File: src/rtl/alu_pkg.sv
// Shared ALU definitions: result width, all-ones compare value and the
// {data, zero} result record carried through the result buffer.
package alu_pkg;
  localparam int ALU_WIDTH = 32;
  localparam logic [ALU_WIDTH-1:0] ALU_ONES = 32'hFFFF_FFFF;

  typedef struct packed {
    logic [ALU_WIDTH-1:0] data;
    logic                 zero;
  } alu_result_t;
endpackage

File: src/rtl/alu_rb_mem.sv
// Entry storage for alu_result_buffer: one write port, one asynchronous
// read port, no reset (entries are only reachable through the pointers).
module alu_rb_mem
  import alu_pkg::*;
#(
  parameter int DEPTH = 4,
  localparam int AW = $clog2(DEPTH)
) (
  input  logic        clk,
  input  logic        we,
  input  logic [AW-1:0] waddr,
  input  alu_result_t wdata,
  input  logic [AW-1:0] raddr,
  output alu_result_t rdata
);
  alu_result_t mem [DEPTH];

  always_ff @(posedge clk)
    if (we) mem[waddr] <= wdata;

  assign rdata = mem[raddr];
endmodule

File: src/rtl/alu_result_buffer.sv
// In-order result FIFO between the ALU and writeback, with synchronous flush.
// Define ALU_RB_STATS_EN to add the saturating zero-result counter.
module alu_result_buffer
  import alu_pkg::*;
#(
  parameter int WIDTH = ALU_WIDTH,
  parameter int DEPTH = 4,
  parameter int CNT_W = 16
) (
  input  logic                   clk,
  input  logic                   rst_n,
  input  logic                   flush,
  input  logic                   res_valid,
  output logic                   res_ready,
  input  logic [WIDTH-1:0]       res_data,
  input  logic                   res_zero,
  output logic                   wb_valid,
  input  logic                   wb_ready,
  output logic [WIDTH-1:0]       wb_data,
  output logic                   wb_zero,
  output logic [$clog2(DEPTH):0] occupancy
`ifdef ALU_RB_STATS_EN
  ,
  output logic [CNT_W-1:0]       zero_cnt,
  input  logic                   stats_clr
`endif
);
  localparam int AW = $clog2(DEPTH);

  logic [AW:0] wptr, rptr;
  logic        full, empty, push, pop, we;
  alu_result_t wr_ent, rd_ent;

  // Extra MSB is the wrap bit: equal -> empty, differ only in MSB -> full.
  assign empty = (wptr == rptr);
  assign full  = (wptr[AW] != rptr[AW]) && (wptr[AW-1:0] == rptr[AW-1:0]);

  assign res_ready = !full;
  assign wb_valid  = !empty;
  assign push      = res_valid && !full;
  assign pop       = !empty && wb_ready;
  assign we        = push && !flush;
  assign occupancy = wptr - rptr;

  always_ff @(posedge clk or negedge rst_n) begin
    if (!rst_n) begin
      wptr <= '0;
      rptr <= '0;
    end else if (flush) begin
      wptr <= '0;
      rptr <= '0;
    end else begin
      if (push) wptr <= wptr + 1'b1;
      if (pop)  rptr <= rptr + 1'b1;
    end
  end

  assign wr_ent.data = ALU_WIDTH'(res_data);
  assign wr_ent.zero = res_zero;

  alu_rb_mem #(.DEPTH(DEPTH)) u_mem (
    .clk   (clk),
    .we    (we),
    .waddr (wptr[AW-1:0]),
    .wdata (wr_ent),
    .raddr (rptr[AW-1:0]),
    .rdata (rd_ent)
  );

  // Head is masked when empty so stale storage never leaks out.
  assign wb_data = empty ? '0 : WIDTH'(rd_ent.data);
  assign wb_zero = empty ? 1'b0 : rd_ent.zero;

`ifdef ALU_RB_STATS_EN
  always_ff @(posedge clk or negedge rst_n) begin
    if (!rst_n)                                  zero_cnt <= '0;
    else if (stats_clr)                          zero_cnt <= '0;
    else if (we && res_zero && zero_cnt != '1)   zero_cnt <= zero_cnt + 1'b1;
  end
`endif
endmodule

File: config.mk
export PLATFORM = sky130hd
export DESIGN_NAME = alu_result_buffer
export DESIGN_NICKNAME = d
export VERILOG_FILES = /design/src/rtl/alu_pkg.sv /design/src/rtl/alu_rb_mem.sv /design/src/rtl/alu_result_buffer.sv
export SDC_FILE = /design/constraint.sdc
export NUM_CORES = 1
export LEC_CHECK = 0
export CAP_MARGIN = 0
export CORE_MARGIN = 2
export CORE_UTILIZATION = 40
export DETAILED_ROUTE_END_ITERATION = 6
export DONT_BUFFER_PORTS = 1
export PLACE_DENSITY_LB_ADDON = 0.2
export SLEW_MARGIN = 40
export SYNTH_ARGS = -nofsm -noshare
export SYNTH_HDL_FRONTEND = slang
export SYNTH_SLANG_ARGS = --single-unit
File: constraint.sdc
create_clock -name clk -period 5.7 [get_ports clk]
set_input_delay 0.57 -clock clk [delete_from_list [all_inputs] [get_ports clk]]
set_output_delay 0.57 -clock clk [all_outputs]
set_load 0.01 [all_outputs]
* Word-level counts from Yosys, hierarchy flattened *
Memories as Yosys holds them, arrays and structs flattened.
Cells that the tools add are included.

operators by class
  $add $sub $neg = 3
  $mul = 0
  div/mod/pow operators = 0
  $lt $le $gt $ge = 0
  equality and inequality tests = 3
  shift operators = 0
  multiplexer cells = 8
  bitwise logic cells = 0
  reductions and logical operators = 9

operators with widths
  kind                                                           number
  32-bit 2-to-1 mux                                              1
  3-bit 2-to-1 mux                                               4
  3-bit by 1-bit adder with 3-bit output, second input constant  2
  1-bit logical AND                                              4
  2-bit nonzero test                                             2
  3-bit equality test                                            1
  1-bit logical NOT                                              3
  1-bit 2-to-1 mux                                               3
  3-bit subtractor                                               1
  2-bit equality test                                            1
  1-bit inequality test                                          1

storage, ports and cells
  flip-flop bits (word level) = 6
  latch bits = 0
  bits in writable memories = 132
  bits in read-only memories = 0
  input bits = 38
  output and inout bits = 38
  logic and storage cells = 26
  memories kept = 1

memories
  memory     depth  bits a word  rd ports  clocked after Yosys merged registers in  write ports  RTL line          RTL
  u_mem.mem  4      33           1         0                                        1            alu_rb_mem.sv:16  alu_result_t mem [DEPTH];

* Longest topological paths before layout *
  depth after elaboration = 7
  gate-level depth with buffers = 8
  gate-level depth less buffers = 5

* By module *
A second synthesis with hierarchy kept.

unflattened totals
  cells, all modules = 272
  area total of the unflattened synthesis = 5597.9 um^2

by module, submodules not included
  module             instances  cells each  area each (um^2)  seq. area each (um^2)
  alu_rb_mem         1          177         4839.6            3963.8
  alu_result_buffer  1          95          758.2             150.1

* Worst setup path before layout *
OpenSTA, ideal clock, no wires.

  path kind = reg-to-reg
  start point = register rptr[1]
  end point = memory u_mem.mem[0][0] (netlist bit), enable pin
  library setup time = 0.394 ns
  arrival time = 2.520 ns
  required time = 5.306 ns
  path slack = 2.787 ns
  cell stages (with the launch flop) = 9
  buffers on the path = 3
  clock period less this slack = 2.913 ns
  cell sequence = dfrtp_1 -> buf_2 -> buf_2 -> inv_1 -> ha_1 -> nand2_1 -> buf_2 -> or2_1 -> and4b_1

between the ends
  word-level cells in the longest chain between the ends = 7

ends and longest elaborated chain
  item                                    RTL line                 RTL
  start, declared                         alu_result_buffer.sv:30  logic [AW:0] wptr, rptr;
  start signal, assigned                  alu_result_buffer.sv:54  if (pop) rptr <= rptr + 1'b1;
  2-bit equality test                     alu_result_buffer.sv:36  assign full = (wptr[AW] != rptr[AW]) && (wptr[AW-1:0] == rptr[AW-1:0]);
  1-bit logical AND                       alu_result_buffer.sv:36
  1-bit logical NOT                       --
  net res_ready                           alu_result_buffer.sv:14  output logic res_ready,
  1-bit logical AND                       alu_result_buffer.sv:40  assign push = res_valid && !full;
  1-bit logical AND                       alu_result_buffer.sv:42  assign we = push && !flush;
  1-bit 2-to-1 mux                        alu_rb_mem.sv:19         if (we) mem[waddr] <= wdata;
  1-bit 2-to-1 mux (implied by the code)  alu_rb_mem.sv:19
  end, declared                           alu_rb_mem.sv:16

The timed path passes the listed nets, and every way through them passes these cells.

* Worst setup path in the final report *
  start point = register rptr[1]
  end point = output port wb_data[7]

between the ends
  word-level cells in the longest chain between the ends = 2
  elaborated cells between the ends (all ways) = 3
  those cells by class = eq/ne: 1; mux: 1; memory: 1

ends and longest elaborated chain
  item                                                                  RTL line                 RTL
  memory read 4 x 33 bit / 3-bit equality test (equally long branches)  --
  32-bit 2-to-1 mux *                                                   alu_result_buffer.sv:71  assign wb_data = empty ? '0 : WIDTH'(rd_ent.data);
  end, declared                                                         alu_result_buffer.sv:19  output logic [WIDTH-1:0] wb_data,

Every way passes the cells marked *; elsewhere a longest branch is shown, timed or not.

==> qor.yml <==
dpl.hpwl_mm: 5.60
fin_nets: 328
crit_buf_inv: 1
hold_violations: 0
syn_area_sq_um: 5610
synth_top_flop_cell: "edfxtp_1"
gp_congestion: 0.750
antenna_found_initial: 0
drt-pass1-iter-count: 4
synth-compound-area-share: 0.0100
startpoint_type: "flip-flop"
clock.fmax_mhz: 304
cp_max_fo: 37
yosysSeqAreaShare: 0.734
fin_ws_ns: 2.41
grt_use_total: 0.145
die_width_um: 122
grt_pass1_vias: 2610
slowest_stage: "dfrtp_4"
num_antenna_cells: 0
clkSlewWorstSetupHoldPaths_ns: 0.05
synthCells: 276
peakVddDrop_v: 0.000216
period_minus_slack_ns: 3.29
fin_skew_ns: 0.00761
outcome: "completed"
synth_edf_count: 132
holdBufCountCts: 1
post-route-period-util: 0.577
wl_per_cell_um: 21.1
clock_path_buffers: 2
synthDistinctLibCells: 32
final_common_cell: "edfxtp_1"
drive_gt1_frac: 0.212
placementRows: 43
grt_max_degree: 38
min_path_type: "in2reg"
synthAdderAreaFrac: 0.0192
setup_violations: 0
synth_fp_nets: 322
dieArea_sq_um: 15000
slew_viol_final: 0
grt.overflow.total: 0
synth_top_family_by_area: "multiplexers"
crit_chain: "inv_1 -> ha_1 -> nand2_1 -> and2b_4 -> nor2b_1"
numCtsBuffers: 17
maxCapViolations: 0
async_flop_share: 0.0435
area_growth_pct: 11.6
setup_tns_ns: 0
relSlewSlack: 0.529
arrival_ns: 2.72
grt_setup_unrepaired: "no"
cp.required_ns: 5.13
ys_ff_latch: 138
insertion_delay_ns: 0.41
vias: 2502
critPathCaptureType: "output port"
critical_path_class: "reg2out"
powerDensity_nw_per_um2: 515
worst_slew_pin_slew_ns: 0.707
cpPeakStageDelay_ns: 0.79
grt_pass1_wl_mm: 15.3
die_y_um: 122
viasPerCell: 5.29
ctsRootBufferMaster: "clkbuf_16"
final_cell_mix: "132 x edfxtp_1, 35 x nor2b_1, 33 x mux4_2"
cts_setup_buffers: 0
post_cts_resized: 0
drt_drc_violations_left: 0
coreArea_sq_um: 13800
htreeDepth: 4
start_util: 0.407
cts_sinks: 138
cts_tree: "done"
critPathTopFamily: "simple AND/OR/NAND/NOR gates"
p_leak_nw: 1.95
drt_iter0_drc: 199
yosysWarnings: 0
p_total_mw: 3.22
drt-total-wl_mm: 9.96
synth_xor_xnor_area_share: 0.00446
avgSynthCellArea_sq_um: 20.3
io_buffers: 0
synth.area.mux_share: 0.135
yosys.area_share.simple: 0.0730
postRouteAntennaNets: 0
ioPinCount: 76
place_ws_ns: 2.70
==> routing by layer <==
metal	vias up	track usage	share of wire
met4	0	0.0711	0.018
met3	12	0.0516	0.054
li1	1118	-	-
met1	1317	0.176	0.41
met2	55	0.230	0.51
met5	-	0	0
==> kinds of logic (layout without fill, tap and decap cells) <==
logic type      after synthesis  after routing
compound gates                8              8
xor+xnor                      2              2
fa+ha+maj                     8              8
buf+inv                      21             38
flops                       138            138
mux                          34             34
simple gates                 65             65
==> power breakdown <==
| part | internal, mW | leakage [nW] | switching, mW | total [mW] |
|---|---|---|---|---|
| registers | 1.22 | 1.28 | 0.0698 | 1.29 |
| clock network | 0.587 | 0.242 | 0.358 | 0.944 |
| logic | 0.380 | 0.430 | 0.606 | 0.986 |
| total | 2.19 | 1.95 | 1.03 | 3.22 |
==> cell usage after synthesis (all sizes together), types with 2 or more instances <==
library cell / number / share of area
nor2b: 35 / 0.039
dfrtp: 6 / 0.027
or4: 2 / 0.0027
edfxtp: 132 / 0.71
mux4: 33 / 0.13
nand3: 5 / 0.0045
and3: 3 / 0.0033
nand3b: 2 / 0.0027
clkbuf: 2 / 0.0013
nor3b: 2 / 0.0027
xnor2: 2 / 0.0045
nor2: 3 / 0.0020
ha: 7 / 0.016
nand2: 4 / 0.0027
inv: 6 / 0.0040
a31oi: 5 / 0.0056
buf: 13 / 0.019
nand4b: 2 / 0.0031
==> cell type report <==
cell class              instances  area, sq um
well taps                     180          225
repair buffers                  2         17.5
clock buffers                  24          452
clock inverters                 6         50.0
multi-input cells             117         1370
fillers                      1222         7520
flip-flops and latches        138         4120
inverters                       6         22.5
==> registers in the layout, indices dropped and copies added (netlist names) <==
name	count
rptr	3
wptr	3
u_mem.mem	132
==> per-stage QoR <==
step	area [sq um]	cells	util	hold slack, ns
floorplan	5610	276	-	0.274
global placement	5730	442	0.416	0.275
detailed placement	5750	442	0.417	0.275
CTS	6260	473	0.454	0.193
global route	6260	473	0.454	0.200
finish	6260	473	0.454	0.219
==> final timing paths <==
| path | start | endpoint | slack, ns | cells after the start |
|---|---|---|---|---|
| max reg2reg | rptr[1]$_DFFE_PN0P_ | u_mem.mem[0][17]$_DFFE_PP_ | 2.76 | 5 |
| max in group asynchronous | rst_n | rptr[1]$_DFFE_PN0P_ | 4.91 | 1 |
| min in group asynchronous | rst_n | wptr[0]$_DFFE_PN0P_ | 0.50 | 1 |
| min reg2reg | wptr[2]$_DFFE_PN0P_ | wptr[2]$_DFFE_PN0P_ | 0.62 | 2 |
| min | flush | wptr[2]$_DFFE_PN0P_ | 0.22 | 1 |
| max | rptr[1]$_DFFE_PN0P_ | wb_data[7] | 2.41 | 5 |
Power figures use the tool's default switching activity.
